==> src/rtl/uart_imem_loader_pkg.sv <==
// Shared types and constants for the UART instruction-memory boot loader.
package loader_pkg;
    typedef enum logic [1:0] {COLLECT, WRITE, DONE} loader_state_t;
    localparam logic [31:0]  LOADER_SENTINEL       = 32'hFFFF_FFFF;
    localparam int unsigned  LOADER_BYTES_PER_WORD = 4;
endpackage

==> src/rtl/uart_imem_loader_if.sv <==
// UART receive stream in, instruction-memory write port out.
interface uart_imem_loader_if #(parameter int unsigned ADDR_W = 8);
    logic              uart_rx_valid;
    logic [7:0]        uart_rx_data;
    logic              uart_rx_break;
    logic              imem_we;
    logic [ADDR_W-1:0] imem_addr;
    logic [31:0]       imem_wdata;

    modport master (
        input  uart_rx_valid, uart_rx_data, uart_rx_break,
        output imem_we, imem_addr, imem_wdata
    );
    modport slave (
        output uart_rx_valid, uart_rx_data, uart_rx_break,
        input  imem_we, imem_addr, imem_wdata
    );
endinterface

==> src/rtl/uart_word_assembler.sv <==
// Little-endian byte-to-word assembler with break clearing.
// Optional partial-word idle timeout under LOADER_TIMEOUT_EN.
module uart_word_assembler
    import loader_pkg::*;
#(
    parameter int unsigned TIMEOUT_CYCLES = 50000
) (
    input  logic        clk,
    input  logic        resetn,
    input  logic        enable,
    input  logic        rx_valid,
    input  logic [7:0]  rx_data,
    input  logic        rx_break,
    output logic [31:0] word,
    output logic        word_valid,
    output logic        timeout
);
    localparam int unsigned IDX_W  = $clog2(LOADER_BYTES_PER_WORD);
    localparam int unsigned LANE_W = (LOADER_BYTES_PER_WORD - 1) * 8;

    logic [IDX_W-1:0]  byte_idx;
    logic [LANE_W-1:0] lanes;
    logic              accept;
    logic              expire;

    assign accept     = enable && rx_valid && !rx_break;
    assign word_valid = accept && (byte_idx == IDX_W'(LOADER_BYTES_PER_WORD - 1));
    assign word       = {rx_data, lanes};

    // Lanes shift in from the top, so after three bytes lane 0 sits in [7:0]
    // and a restart after break/timeout fully overwrites stale bytes.
    always_ff @(posedge clk) begin
        if (!resetn) begin
            byte_idx <= '0;
            lanes    <= '0;
        end else if (enable) begin
            if (rx_break || expire) begin
                byte_idx <= '0;
            end else if (rx_valid) begin
                lanes    <= {rx_data, lanes[LANE_W-1:8]};
                byte_idx <= byte_idx + 1'b1;
            end
        end
    end

`ifdef LOADER_TIMEOUT_EN
    localparam int unsigned CNT_W = $clog2(TIMEOUT_CYCLES + 1);
    logic [CNT_W-1:0] idle_cnt;

    assign expire = enable && !rx_break && !rx_valid && (byte_idx != '0) &&
                    (idle_cnt == CNT_W'(TIMEOUT_CYCLES - 1));

    always_ff @(posedge clk) begin
        if (!resetn) begin
            idle_cnt <= '0;
            timeout  <= 1'b0;
        end else begin
            timeout <= expire;
            if (!enable || rx_break || rx_valid || (byte_idx == '0) || expire)
                idle_cnt <= '0;
            else
                idle_cnt <= idle_cnt + 1'b1;
        end
    end
`else
    assign expire  = 1'b0;
    assign timeout = 1'b0;
`endif
endmodule

==> src/rtl/uart_imem_loader.sv <==
// Boot loader: UART bytes -> 32-bit words -> sequential imem writes until sentinel.
// Define LOADER_TIMEOUT_EN to discard partial words after TIMEOUT_CYCLES idle cycles.
module uart_imem_loader
    import loader_pkg::*;
#(
    parameter int unsigned ADDR_W         = 8,
    parameter int unsigned DEPTH          = 256,
    parameter int unsigned TIMEOUT_CYCLES = 50000
) (
    input  logic                 clk,
    input  logic                 resetn,
    uart_imem_loader_if.master   bus,
    output logic [ADDR_W:0]      word_count,
    output logic                 load_active,
    output logic                 write_done,
    output logic                 overflow,
    output logic                 timeout
);
    localparam logic [ADDR_W:0] FULL_COUNT = (ADDR_W + 1)'(DEPTH);

    loader_state_t     state_q, state_d;
    logic [31:0]       asm_word;
    logic              asm_valid;
    logic              latch_word, advance, set_ovf;
    logic [ADDR_W-1:0] addr_q;
    logic [ADDR_W:0]   count_q;
    logic [31:0]       wdata_q;
    logic              ovf_q, active_q;

    uart_word_assembler #(.TIMEOUT_CYCLES(TIMEOUT_CYCLES)) u_asm (
        .clk        (clk),
        .resetn     (resetn),
        .enable     (state_q != DONE),
        .rx_valid   (bus.uart_rx_valid),
        .rx_data    (bus.uart_rx_data),
        .rx_break   (bus.uart_rx_break),
        .word       (asm_word),
        .word_valid (asm_valid),
        .timeout    (timeout)
    );

    always_comb begin
        state_d    = state_q;
        latch_word = 1'b0;
        advance    = 1'b0;
        set_ovf    = 1'b0;
        unique case (state_q)
            COLLECT: if (asm_valid) begin
                if (asm_word == LOADER_SENTINEL) begin
                    state_d = DONE;
                end else if (count_q == FULL_COUNT) begin
                    set_ovf = 1'b1;
                    state_d = DONE;
                end else begin
                    latch_word = 1'b1;
                    state_d    = WRITE;
                end
            end
            WRITE: begin
                advance = 1'b1;
                state_d = COLLECT;
            end
            DONE:    state_d = DONE;
            default: state_d = COLLECT;
        endcase
    end

    always_ff @(posedge clk) begin
        if (!resetn) begin
            state_q  <= COLLECT;
            addr_q   <= '0;
            count_q  <= '0;
            wdata_q  <= '0;
            ovf_q    <= 1'b0;
            active_q <= 1'b0;
        end else begin
            state_q  <= state_d;
            active_q <= (state_d == COLLECT);
            if (latch_word) wdata_q <= asm_word;
            if (advance) begin
                addr_q  <= addr_q + 1'b1;
                count_q <= count_q + 1'b1;
            end
            if (set_ovf) ovf_q <= 1'b1;
        end
    end

    // Strobe is gated by reset so a write caught by a reset edge never lands.
    assign bus.imem_we    = (state_q == WRITE) && resetn;
    assign bus.imem_addr  = addr_q;
    assign bus.imem_wdata = wdata_q;
    assign word_count     = count_q;
    assign load_active    = active_q;
    assign write_done     = (state_q == DONE);
    assign overflow       = ovf_q;
endmodule
==> src/flat_wrapper.sv <==
// flat-port wrapper written by rule: the top's interface ports become plain ports
module uart_imem_loader_flat import loader_pkg::*;
#(
    parameter int unsigned ADDR_W         = 8,
    parameter int unsigned DEPTH          = 256,
    parameter int unsigned TIMEOUT_CYCLES = 50000
)
  (clk, resetn, word_count, load_active, write_done, overflow, timeout, bus_uart_rx_valid, bus_uart_rx_data, bus_uart_rx_break, bus_imem_we, bus_imem_addr, bus_imem_wdata);
  uart_imem_loader_if #(.ADDR_W(ADDR_W)) bus_i ();
  input  logic clk;
  input  logic resetn;
  output logic [ADDR_W:0] word_count;
  output logic load_active;
  output logic write_done;
  output logic overflow;
  output logic timeout;
  input wire logic [$bits(bus_i.uart_rx_valid)-1:0] bus_uart_rx_valid;
  input wire logic [$bits(bus_i.uart_rx_data)-1:0] bus_uart_rx_data;
  input wire logic [$bits(bus_i.uart_rx_break)-1:0] bus_uart_rx_break;
  output wire logic [$bits(bus_i.imem_we)-1:0] bus_imem_we;
  output wire logic [$bits(bus_i.imem_addr)-1:0] bus_imem_addr;
  output wire logic [$bits(bus_i.imem_wdata)-1:0] bus_imem_wdata;
  assign bus_i.uart_rx_valid = bus_uart_rx_valid;
  assign bus_i.uart_rx_data = bus_uart_rx_data;
  assign bus_i.uart_rx_break = bus_uart_rx_break;
  assign bus_imem_we = bus_i.imem_we;
  assign bus_imem_addr = bus_i.imem_addr;
  assign bus_imem_wdata = bus_i.imem_wdata;
  uart_imem_loader #(.ADDR_W(ADDR_W), .DEPTH(DEPTH), .TIMEOUT_CYCLES(TIMEOUT_CYCLES)) u_core (.clk(clk), .resetn(resetn), .bus(bus_i), .word_count(word_count), .load_active(load_active), .write_done(write_done), .overflow(overflow), .timeout(timeout));
endmodule
==> config.mk <==
export PLATFORM = sky130hd
export DESIGN_NAME = uart_imem_loader_flat
export DESIGN_NICKNAME = d
export VERILOG_FILES = /design/src/rtl/uart_imem_loader_pkg.sv /design/src/rtl/uart_imem_loader_if.sv /design/src/rtl/uart_word_assembler.sv /design/src/rtl/uart_imem_loader.sv /design/src/flat_wrapper.sv
export SDC_FILE = /design/constraint.sdc
export NUM_CORES = 1
export LEC_CHECK = 0
export BUFFER_PORTS_ARGS = -buffer_cell sky130_fd_sc_hd__buf_2
export CAP_MARGIN = 10
export CORE_ASPECT_RATIO = 2
export CORE_MARGIN = 5
export CORE_UTILIZATION = 49
export CTS_CLUSTER_SIZE = 10
export DETAILED_ROUTE_END_ITERATION = 7
export HOLD_SLACK_MARGIN = 0.15
export PLACE_DENSITY = 0.72
export SLEW_MARGIN = 10
export SYNTH_ARGS = -nofsm -noshare
export SYNTH_HDL_FRONTEND = slang
export SYNTH_SLANG_ARGS = --single-unit
export TNS_END_PERCENT = 20
==> constraint.sdc <==
create_clock -name clk -period 3.03 [get_ports clk]
set_input_delay 0.606 -clock clk [delete_from_list [all_inputs] [get_ports clk]]
set_output_delay 0.606 -clock clk [all_outputs]
set_load 0.005 [all_outputs]
==> metrics.csv <==
metric,value,unit
outcome,finished clean,
n_antenna_cell,0,
worstPathMaxFanout,15,
fin_crit_sh,0.7422,
die_h,126.7,um
rows,42,
synth_top_family_by_area,simple AND/OR/NAND/NOR gates,
post-place-ws,0.4850,ns
synth.area.top_cells,"dfxtp_1 (47%), nand2_1 (9.8%), o22ai_2 (7.5%), a21boi_0 (5.6%), inv_1 (3.9%)",
synthAdderAreaFrac,0.01499,
nets,445,
synth_most_common_cell,nand2_1,
synth_top_area_share,0.4738,
vias,2693,
fin_total_pwr,2.216,mW
die_w,68.37,um
start_util,0.5042,
synth_compound_area_frac,0.1837,
synthFlopType,dfxtp_1,
tightest_slew,0.5859,ns
grt_pass1_vias,2642,
critPathKind,reg -> reg,
synth_warnings,0,
ys_ff_latch,79,
grt_pass1_wl,12410,um
dr.pass1.iters,4,
synthCells,368,
ir_drop,0.3940,mV
cts.sinks,79,
syn2layout_area_growth,20.76,%
max_slew_margin,0.6092,
cts_tree,yes,
end_kind,flip-flop,
cts_root_buffer,clkbuf_16,
report.final.slew_viol_count,0,
synth_area_leader_cell,dfxtp_1,
final_cell_area,4031,um2
gr-total-overflow,0,
core_area,6621,um2
synth.distinct_cells,38,
synthSimpleGateAreaFrac,0.2103,
hold_viol_final,0,
arrival,2.46,ns
synth-seq-area-share,0.4738,
design.portCount,66,
power.density,549.8,nW/um2
viasPerCell,5.159,
period_minus_slack,2.249,ns
place.gp.congestion,0.7908,
die-area,8664,um2
clk_latency,0.33,ns
cts_max_level,3,
hold_path_end,u_core.bus.imem_wdata[4]$_SDFFE_PN0P_,
hold_path_depth,2,
synth_edf_count,0,
cap_violations,0,
critPathLaunchType,flip-flop,
place_area,3721,um2
max_freq,444.7,MHz
r2r_cells,5,
async_flop_share,0,
r2r_slack,0.78,ns
routed_wl,7519,um
io_buffers,64,
drive_gt1_frac,0.2581,
synthXorXnorAreaFrac,0.03673,
synth_fp_nets,384,
timing.rr.end,u_core.bus.imem_wdata[14]$_SDFFE_PN0P_,
route.detailed.drc,0,
antenna_left,0,
dr.first_iter.drc_count,144,
antenna_found_initial,0,
cts_buffers,9,
rsz0062_at_grt,false,
fin_tns_setup,0,ns
synth_area,3338,um2
grt_max_degree,44,
setup_ws,0.7812,ns
setup_viol,0,
synthMuxAreaShare,0.002999,
hold_path_startpoint,u_core.bus.imem_wdata[4]$_SDFFE_PN0P_,
post_cts_buffers,0,
clock_skew,0.003998,ns
wl_per_cell,14.40,um
cts_hold_buf,0,
critPathRequiredTime,3.24,ns
synth_commonest_cells,"nand2_1 (87), dfxtp_1 (79), inv_1 (35)",
post_cts_resized,0,
clockBufferDepth,2,
hold_path.class,reg -> reg,
rr_startpoint,u_core.u_asm.lanes[23]$_SDFFE_PN0P_,
p_leak,1.670,nW
grtUsageTotal,0.1858,
clkTransAtPathRegs,0.06,ns
fin_util,0.6088,
synth.avg_cell_area,9.071,um2
dp_hpwl,5371,um
state kept, by name, summed over array words and instances, names as in the netlist:
register / count
u_core.word_count: 9
u_core.state_q: 2
u_core.u_asm.byte_idx: 2
u_core.overflow: 1
u_core.bus.imem_addr: 8
u_core.bus.imem_wdata: 32
u_core.load_active: 1
u_core.u_asm.lanes: 24
layout by cell type (no fill, tap or decap), types with 3 or more instances in the layout:
| cell type | instances |
|---|---|
| nand2_1 | 87 |
| dfxtp_1 | 79 |
| buf_2 | 64 |
| inv_1 | 35 |
| a21boi_0 | 25 |
| o22ai_2 | 20 |
| and2_1 | 16 |
| nand4_1 | 15 |
| o22ai_1 | 12 |
| xnor2_1 | 11 |
| clkbuf_16 | 9 |
| buf_4 | 7 |
| nor2b_1 | 5 |
| ha_1 | 4 |
| nand2b_1 | 3 |
| and3_1 | 3 |
| nor3_1 | 3 |
| xor2_1 | 3 |
| nor2_1 | 3 |
| clkbuf_8 | 3 |
power by group:
part | total [mW] | switching [mW] | internal, mW
clock network | 1.09 | 0.392 | 0.702
logic | 0.0651 | 0.0433 | 0.0218
registers | 1.06 | 0.00946 | 1.05
logic make-up (layout without fill, tap and decap cells):
logic type | count (synthesis) | in the layout
simple gates | 143 | 143
compound gates | 68 | 68
other cells | 1 | 1
flops | 79 | 79
fa+ha+maj | 4 | 4
mux | 1 | 1
xor+xnor | 14 | 14
buf+inv | 58 | 124
critical path, cell delays in order, from the launching register on:
cell       delay [ns]
dfxtp_1          0.41
nand4_1          0.15
or4_4            0.58
o2111ai_4        0.53
buf_4            0.34
o22ai_1          0.11
routing by layer:
layer	up-vias	share of wire	global-route usage
met4	0	0.012	0.07034
met5	-	0	0
li1	1339	-	-
met3	8	0.044	0.03009
met1	1293	0.39	0.2072
met2	53	0.56	0.3362
layout make-up:
| class | count | area (um2) |
|---|---|---|
| fillers | 619 | 2590 |
| flip-flops and latches | 79 | 1582 |
| multi-input cells | 231 | 1501 |
| repair buffers | 72 | 392.9 |
| clock buffers | 13 | 270.3 |
| inverters | 36 | 135.1 |
| well taps | 88 | 110.1 |
| clock inverters | 3 | 40.04 |
how the worst max path moves through the flow:
stage,startpoint,endpoint,depth (start not counted)
6_report,u_core.u_asm.lanes[23]$_SDFFE_PN0P_,u_core.bus.imem_wdata[14]$_SDFFE_PN0P_,5
3_5_place_dp,bus_uart_rx_data[0],u_core.bus.imem_wdata[9]$_SDFFE_PN0P_,6
5_1_grt,u_core.u_asm.lanes[11]$_SDFFE_PN0P_,u_core.bus.imem_wdata[13]$_SDFFE_PN0P_,5
2_1_floorplan,bus_uart_rx_data[4],u_core.bus.imem_wdata[4]$_SDFFE_PN0P_,5
3_3_place_gp,bus_uart_rx_data[0],u_core.bus.imem_wdata[9]$_SDFFE_PN0P_,6
4_1_cts,u_core.u_asm.lanes[23]$_SDFFE_PN0P_,u_core.bus.imem_wdata[14]$_SDFFE_PN0P_,5
through the flow:
stage	std cells	hold slack, ns
2_1_floorplan	368	0.4426
3_3_place_gp	506	0.4583
3_5_place_dp	506	0.4603
4_1_cts	522	0.4684
5_1_grt	522	0.4921
6_report	522	0.4648
(Power assumes the default switching activity.)
